## config.mk

```make
export PLATFORM = sky130hd
export DESIGN_NAME = regfile_dump_reader
export DESIGN_NICKNAME = d
export VERILOG_FILES = /design/src/rtl/mips_pkg.sv /design/src/rtl/dump_out_stage.sv /design/src/rtl/regfile_dump_reader.sv
export SDC_FILE = /design/constraint.sdc
export NUM_CORES = 1
export LEC_CHECK = 0
export ABC_AREA = 1
export CAP_MARGIN = 25
export CORE_ASPECT_RATIO = 1.1
export CORE_UTILIZATION = 45
export CTS_BUF_LIST = sky130_fd_sc_hd__clkbuf_4 sky130_fd_sc_hd__clkbuf_8
export DETAILED_ROUTE_END_ITERATION = 10
export HOLD_SLACK_MARGIN = 0.05
export PLACE_DENSITY = 0.84
export SETUP_SLACK_MARGIN = 0.2
export SLEW_MARGIN = 40
export SYNTH_ARGS = -nofsm -noshare
export SYNTH_HDL_FRONTEND = slang
export SYNTH_SLANG_ARGS = --single-unit
export TNS_END_PERCENT = 5
```

## constraint.sdc

```tcl
create_clock -name clk -period 4.45 [get_ports clk]
set_input_delay 0.89 -clock clk [delete_from_list [all_inputs] [get_ports clk]]
set_output_delay 0.89 -clock clk [all_outputs]
set_load 0.01 [all_outputs]
```

## src/rtl/mips_pkg.sv

```systemverilog
// Shared MIPS debug-path definitions: register-file geometry and dump FSM states.
// Latency: n/a (types and constants only).
// Backpressure: n/a.
package mips_pkg;

  localparam int REG_ADDR_W = 5;
  localparam int DATA_W     = 32;
  localparam int NUM_REGS   = 32;

  typedef enum logic [1:0] {
    IDLE = 2'd0,
    RUN  = 2'd1,
    DONE = 2'd2
  } dump_state_t;

endpackage

```

## src/rtl/dump_out_stage.sv

```systemverilog
// Output holding register for the dump stream: captures one {addr, data} word.
// Latency: load -> out_valid on the next clk edge.
// Backpressure: the word is held unchanged until clear (or a new load) is applied.
// Ports: clk, rst_n (sync, active-low); load/load_addr/load_data capture a word;
//        clear drops out_valid; out_valid/out_addr/out_data present the held word.
module dump_out_stage
  import mips_pkg::*;
#(
  parameter int DATA_W = 32,
  parameter int ADDR_W = 5
) (
  input  logic              clk,
  input  logic              rst_n,
  input  logic              load,
  input  logic              clear,
  input  logic [ADDR_W-1:0] load_addr,
  input  logic [DATA_W-1:0] load_data,
  output logic              out_valid,
  output logic [ADDR_W-1:0] out_addr,
  output logic [DATA_W-1:0] out_data
);

  // load wins over clear: a new word replaces the one being handed off.
  always_ff @(posedge clk) begin
    if (!rst_n) begin
      out_valid <= 1'b0;
      out_addr  <= '0;
      out_data  <= '0;
    end else if (load) begin
      out_valid <= 1'b1;
      out_addr  <= load_addr;
      out_data  <= load_data;
    end else if (clear) begin
      out_valid <= 1'b0;
    end
  end

endmodule

```

## src/rtl/regfile_dump_reader.sv

```systemverilog
// Debug dump engine: walks FIRST_REG..LAST_REG on an async register-file read port
// and streams {addr, data} words. Latency: start at edge N -> first word valid after N+1,
// then one word per cycle. Backpressure: out_ready low holds the current word stable.
// Ports: clk, rst_n (sync, active-low); start/busy/done control; rd_addr/rd_data to the
//        register-file read port; out_valid/out_ready/out_addr/out_data word stream.
module regfile_dump_reader
  import mips_pkg::*;
#(
  parameter int DATA_W    = 32,
  parameter int ADDR_W    = 5,
  parameter int FIRST_REG = 0,
  parameter int LAST_REG  = 31
) (
  input  logic              clk,
  input  logic              rst_n,
  input  logic              start,
  output logic              busy,
  output logic              done,
  output logic [ADDR_W-1:0] rd_addr,
  input  logic [DATA_W-1:0] rd_data,
  output logic              out_valid,
  input  logic              out_ready,
  output logic [ADDR_W-1:0] out_addr,
  output logic [DATA_W-1:0] out_data
);

  localparam logic [ADDR_W-1:0] FIRST_A = ADDR_W'(FIRST_REG);
  localparam logic [ADDR_W-1:0] LAST_A  = ADDR_W'(LAST_REG);

  dump_state_t       state, state_d;
  logic [ADDR_W-1:0] idx, idx_d;
  logic              issued_all, issued_all_d;
  logic              busy_d, done_d;
  logic              ld, clr;

  always_ff @(posedge clk) begin
    if (!rst_n) begin
      state      <= IDLE;
      idx        <= FIRST_A;
      issued_all <= 1'b0;
      busy       <= 1'b0;
      done       <= 1'b0;
    end else begin
      state      <= state_d;
      idx        <= idx_d;
      issued_all <= issued_all_d;
      busy       <= busy_d;
      done       <= done_d;
    end
  end

  always_comb begin
    state_d      = state;
    idx_d        = idx;
    issued_all_d = issued_all;
    busy_d       = busy;
    done_d       = 1'b0;
    ld           = 1'b0;
    clr          = 1'b0;
    case (state)
      IDLE: begin
        if (start) begin
          idx_d        = FIRST_A;
          issued_all_d = 1'b0;
          busy_d       = 1'b1;
          state_d      = RUN;
        end
      end
      RUN: begin
        // Refill the holding register when it is empty or being drained this cycle.
        ld = !issued_all && (!out_valid || out_ready);
        if (ld) begin
          // idx stops at LAST_REG; issued_all marks that the final word is out.
          if (idx == LAST_A) issued_all_d = 1'b1;
          else               idx_d        = idx + ADDR_W'(1);
        end else if (out_valid && out_ready) begin
          clr = 1'b1;
        end
        if (issued_all && out_valid && out_ready) begin
          busy_d  = 1'b0;
          done_d  = 1'b1;
          state_d = DONE;
        end
      end
      DONE: begin
        state_d = IDLE;
      end
      default: begin
        state_d = IDLE;
        busy_d  = 1'b0;
      end
    endcase
  end

  assign rd_addr = idx;

  dump_out_stage #(
    .DATA_W(DATA_W),
    .ADDR_W(ADDR_W)
  ) u_out (
    .clk      (clk),
    .rst_n    (rst_n),
    .load     (ld),
    .clear    (clr),
    .load_addr(idx),
    .load_data(rd_data),
    .out_valid(out_valid),
    .out_addr (out_addr),
    .out_data (out_data)
  );

endmodule

```

== Word-level counts from Yosys, hierarchy flattened ==
Index checks and enable logic that the tools add are counted.

* Add/sub/neg operators: 1
* Equal/unequal tests: 8
* Multiplexer cells: 21
* Bitwise operators: 1
* Reductions and logical operators: 15

{| class="wikitable"
|+ Operators with widths
! kind !! count
|-
| $mux 5 || 3
|-
| $mux 1 || 12
|-
| $ne 2x2->1 const B || 5
|-
| $pmux 5 s2 || 1
|-
| $reduce_and 4->1 || 2
|-
| $add 5x1->5 const B || 1
|-
| $eq 5x5->1 const B || 1
|-
| $logic_and 1x1->1 || 4
|-
| $mux 2 || 2
|-
| $pmux 2 s2 || 1
|-
| $reduce_and 2->1 || 2
|-
| $reduce_bool 2->1 || 2
|-
| $pmux 1 s3 || 1
|-
| $reduce_and 3->1 || 1
|-
| $eq 2x1->1 const B || 1
|-
| $eq 2x2->1 const B || 1
|-
| $logic_not 1->1 || 2
|-
| $logic_not 2->1 || 1
|-
| $pmux 1 s2 || 1
|-
| $logic_or 1x1->1 || 1
|-
| $not 1->1 || 1
|}

* Flip-flop bits (word level): 48
* Bits of input ports: 36
* Output and inout bits: 45
* Word-level logic and storage cells: 54

== Longest topological paths before layout ==
* Word-level depth: 7
* Gate-level depth with buffers: 10
* Gate-level depth less buffers: 10

== Hierarchy ==
From an unflattened synthesis, not the netlist that was laid out.

* Cell total of the unflattened synthesis: 241
* Area, all modules: 1901.8 µm²

{| class="wikitable"
|+ Modules (own cells, without submodules)
! module !! instances !! cells each !! area an instance (µm²) !! sequential area each (µm²)
|-
| dump_out_stage || 1 || 166 || 1367.6 || 760.7
|-
| regfile_dump_reader || 1 || 75 || 534.3 || 200.2
|}

== Least setup slack after synthesis ==
Ideal clock, no wire load.

* Path kind: input to register
* Start: in out_ready
* End: reg idx[2] (netlist: rd_addr[2])
* Library setup time: 0.109 ns
* Arrival: 1.620 ns
* Data required time: 4.341 ns
* Slack: 2.721 ns
* Stages on the path: 9
* Buffers on the path: 0
* Cell sequence: inv_1 -> nand2_1 -> nand2_1 -> nand2_1 -> nand3_1 -> nand2_1 -> nand2_1 -> nand2_1 -> inv_1

* Cells in the longest elaborated chain, start to end: 4

{| class="wikitable"
|+ RTL lines
! item !! line !! text
|-
| from (decl) || regfile_dump_reader.sv:22 || <nowiki>input logic out_ready,</nowiki>
|-
| $logic_or 1x1->1 || regfile_dump_reader.sv:71 || <nowiki>ld = !issued_all && (!out_valid || out_ready);</nowiki>
|-
| $logic_and 1x1->1 || regfile_dump_reader.sv:71 ||
|-
| $ne 2x2->1 (no line) || -- ||
|-
| $reduce_and 4->1 (no line) || -- ||
|-
| to (signal assigned) || regfile_dump_reader.sv:45 || <nowiki>idx <= idx_d;</nowiki>
|-
| to (decl) || regfile_dump_reader.sv:31 || <nowiki>logic [ADDR_W-1:0] idx, idx_d;</nowiki>
|}

Every way passes these cells.
A chain may end at the register's enable or synchronous reset.

== Worst setup path in the final report ==
* Start: in out_ready
* End: reg u_out.out_data[27]

* Cells in the longest elaborated chain, start to end: 3

{| class="wikitable"
|+ RTL lines
! item !! line !! text
|-
| $logic_or 1x1->1 || regfile_dump_reader.sv:71 ||
|-
| $logic_and 1x1->1 || regfile_dump_reader.sv:71 ||
|-
| $mux 1 || regfile_dump_reader.sv:60 || <nowiki>case (state)</nowiki>
|-
| to (signal assigned) || dump_out_stage.sv:32 || <nowiki>out_data <= load_data;</nowiki>
|-
| to (decl) || dump_out_stage.sv:20 || <nowiki>output logic [DATA_W-1:0] out_data</nowiki>
|}

Every way passes these cells.

==> impl_metrics.toml <==
[run_status]
status = "completed"

[critical_path]
cp_max_fo = 43
setup.worst_path.class = "input port to flip-flop"
crit_buf_inv = 3
cp_slowest_cell = "clkdlybuf4s50_1"
worstPathCellList = "clkdlybuf4s50_1 -> inv_1 -> nand2_1 -> nand2_1 -> nor2_8 -> inv_4 -> nor2_1 -> nor2_1"
cp_top_family = "simple AND/OR/NAND/NOR gates"
crit_arrival_ps = 2510
critical_path_required_ps = 4640
crit_start = "out_ready"
critPathLaunchType = "input port"
rr_startpoint = "rd_addr[0]"
critical_path.max_stage_delay_ps = 480
end_kind = "flip-flop"

[place]
numPortBuffers = 80
globalplace.congestion = 0.826
hpwlAfterDp_mm = 2.88

[min_path]
hold_class = "flip-flop to flip-flop"
min-delay-start = "issued_all"

[synthesis]
postSynthCellCount = 240
ys_ff_latch = 48
ys_seq_area_share_pct = 50.7
synth_nets = 278
yosysTopAreaCell = "dfxtp_1"
synth.top_cells.by_area = "dfxtp_1 (51%), nor2_1 (13%), o21ai_0 (9.8%)"
syn-cell-area_um2 = 1900
syn-mean-instance-area_um2 = 7.90
synth_top_area_share_pct = 50.7
ys_types = 21
yosysWarningCount = 0

[timing]
finalSetupTns_ps = 0
max-slew-margin-rel_pct = 66.3
tightest_slew_ps = 506
finalHoldViolCount = 0
period_share_pct = 52.2
rsz0062_at_grt = "false"
skew_ps = 6.61
setup_violations = 0
post-route-min-period_ps = 2320
drv_slew = 0
fmax_mhz = 430

[pwr]
p_per_area_nw_per_um2 = 359
p_total_w = 0.000995
leakagePower_nw = 1.18
ir_worst_vdd_mv = 0.289

[floorplanning]
die_h_um = 70.1
core_area_um2 = 3990
num_rows = 24
die_area_um2 = 4480
die_w_um = 63.9
io_pins = 81
initial_core_util_pct = 47.5

[detailed_routing]
vias = 1753
drt_wl_total_mm = 4.26
dr.pass1.iters = 4
wl_per_cell_um = 11.5
drc = 0
drtIter0Drc = 88
postRouteAntennaNets = 0
viasPerCell = 4.74

[layout]
mostFrequentLayoutCells = "clkdlybuf4s50_1 (80), nor2_1 (64), dfxtp_1 (48)"
final_common_cell = "clkdlybuf4s50_1"
drive_above_1_share_pct = 7.23
area_growth_syn_to_layout_pct = 46.2
antennaDiodeCount = 0
finalNetCount = 355

[cts]
htree_levels = 2
cts_setup_buffers = 0
insertion_delay_ps = 300
cts_buffers = 5
clk_pin_slew_ps = 80
ctsHoldBuffers = 0
cts_resized = 0
root_buffer = "clkbuf_8"
clock-sinks = 48
clockBufferDepth = 2
tritoncts = "done"

[global_routing]
grt_start_max_net_pins = 45
grt_pass1_vias = 1614
grt_first_pass_wirelength_mm = 7.03
gr-total-overflow = 0
track_usage_pct = 20.1
antenna_found_initial = 0

[run]
maxCapViolCount = 0
## power breakdown
group          switching, W  internal [W]  leakage, nW
clock              0.000139      0.000139       0.0523
sequential        0.0000238      0.000470        0.395
combinational      0.000105      0.000119        0.732
## per-layer routing
layer  vias to the layer above  routed length, µm  track usage [%]
met5                         -                  0                0
met4                         0                 48             6.82
met3                         5                271             6.05
met2                        55               1960             33.1
met1                       774               1970             24.8
li1                        919                  -                -
## flip-flops by register name, summed over array words and instances, names as in the netlist
register,count
u_out.out_data,32
issued_all,1
done,1
u_out.out_addr,5
u_out.out_valid,1
rd_addr,5
busy,1
state,2
## logic make-up (layout without fill, tap and decap cells)
| family | count (synthesis) | after routing | synth area share [%] |
|---|---|---|---|
| compound gates | 51 | 51 | 14.2 |
| fa+ha+maj | 2 | 2 | 1.32 |
| buf+inv | 31 | 109 | 9.23 |
| flops | 48 | 48 | 50.7 |
| simple gates | 108 | 108 | 24.5 |
## synth_stat cells (all sizes together)
| master | number |
|---|---|
| nor2 | 71 |
| dfxtp | 48 |
| o21ai | 40 |
| nand2 | 23 |
| inv | 20 |
| a21oi | 11 |
| buf | 9 |
| nand3 | 5 |
| nand4 | 5 |
| nor3 | 4 |
| clkbuf | 2 |
| ha | 2 |
## worst paths after layout
path,endpoint,slack [ps],cells after the start
setup reg to reg,rd_addr[2],2590,10
setup / recovery,u_out.out_data[27],2130,8
hold reg to reg,issued_all,490,2
hold / removal,issued_all,490,2
## worst min-delay path, delay by kind of cell (launching register included)
kind	cells	cell delay, ps
buffers and inverters	1	70
DFF	1	320
AOI/OAI and AO/OA	1	70
## area by class of cell
cell class	count	area [µm²]
inverter	20	80.1
multi-input combinational	161	761
sequential	48	961
fill	331	1220
tap	52	65.1
timing repair buffer	81	808
clock buffer	8	97.6
## through the flow
step / instance area [µm²] / cells / utilization, % / worst slack [ps] / hold WS, ps
4_1_cts: 2770 / 370 / 69.4 / 2110 / 493
3_3_place_gp: 2680 / 362 / 67.0 / 1810 / 464
2_1_floorplan: 1900 / 240 / - / 2720 / 446
3_5_place_dp: 2680 / 362 / 67.0 / 1800 / 480
6_report: 2770 / 370 / 69.4 / 2130 / 492
5_1_grt: 2770 / 370 / 69.4 / 1930 / 509
No activity file was read; power rests on OpenSTA's default activity.
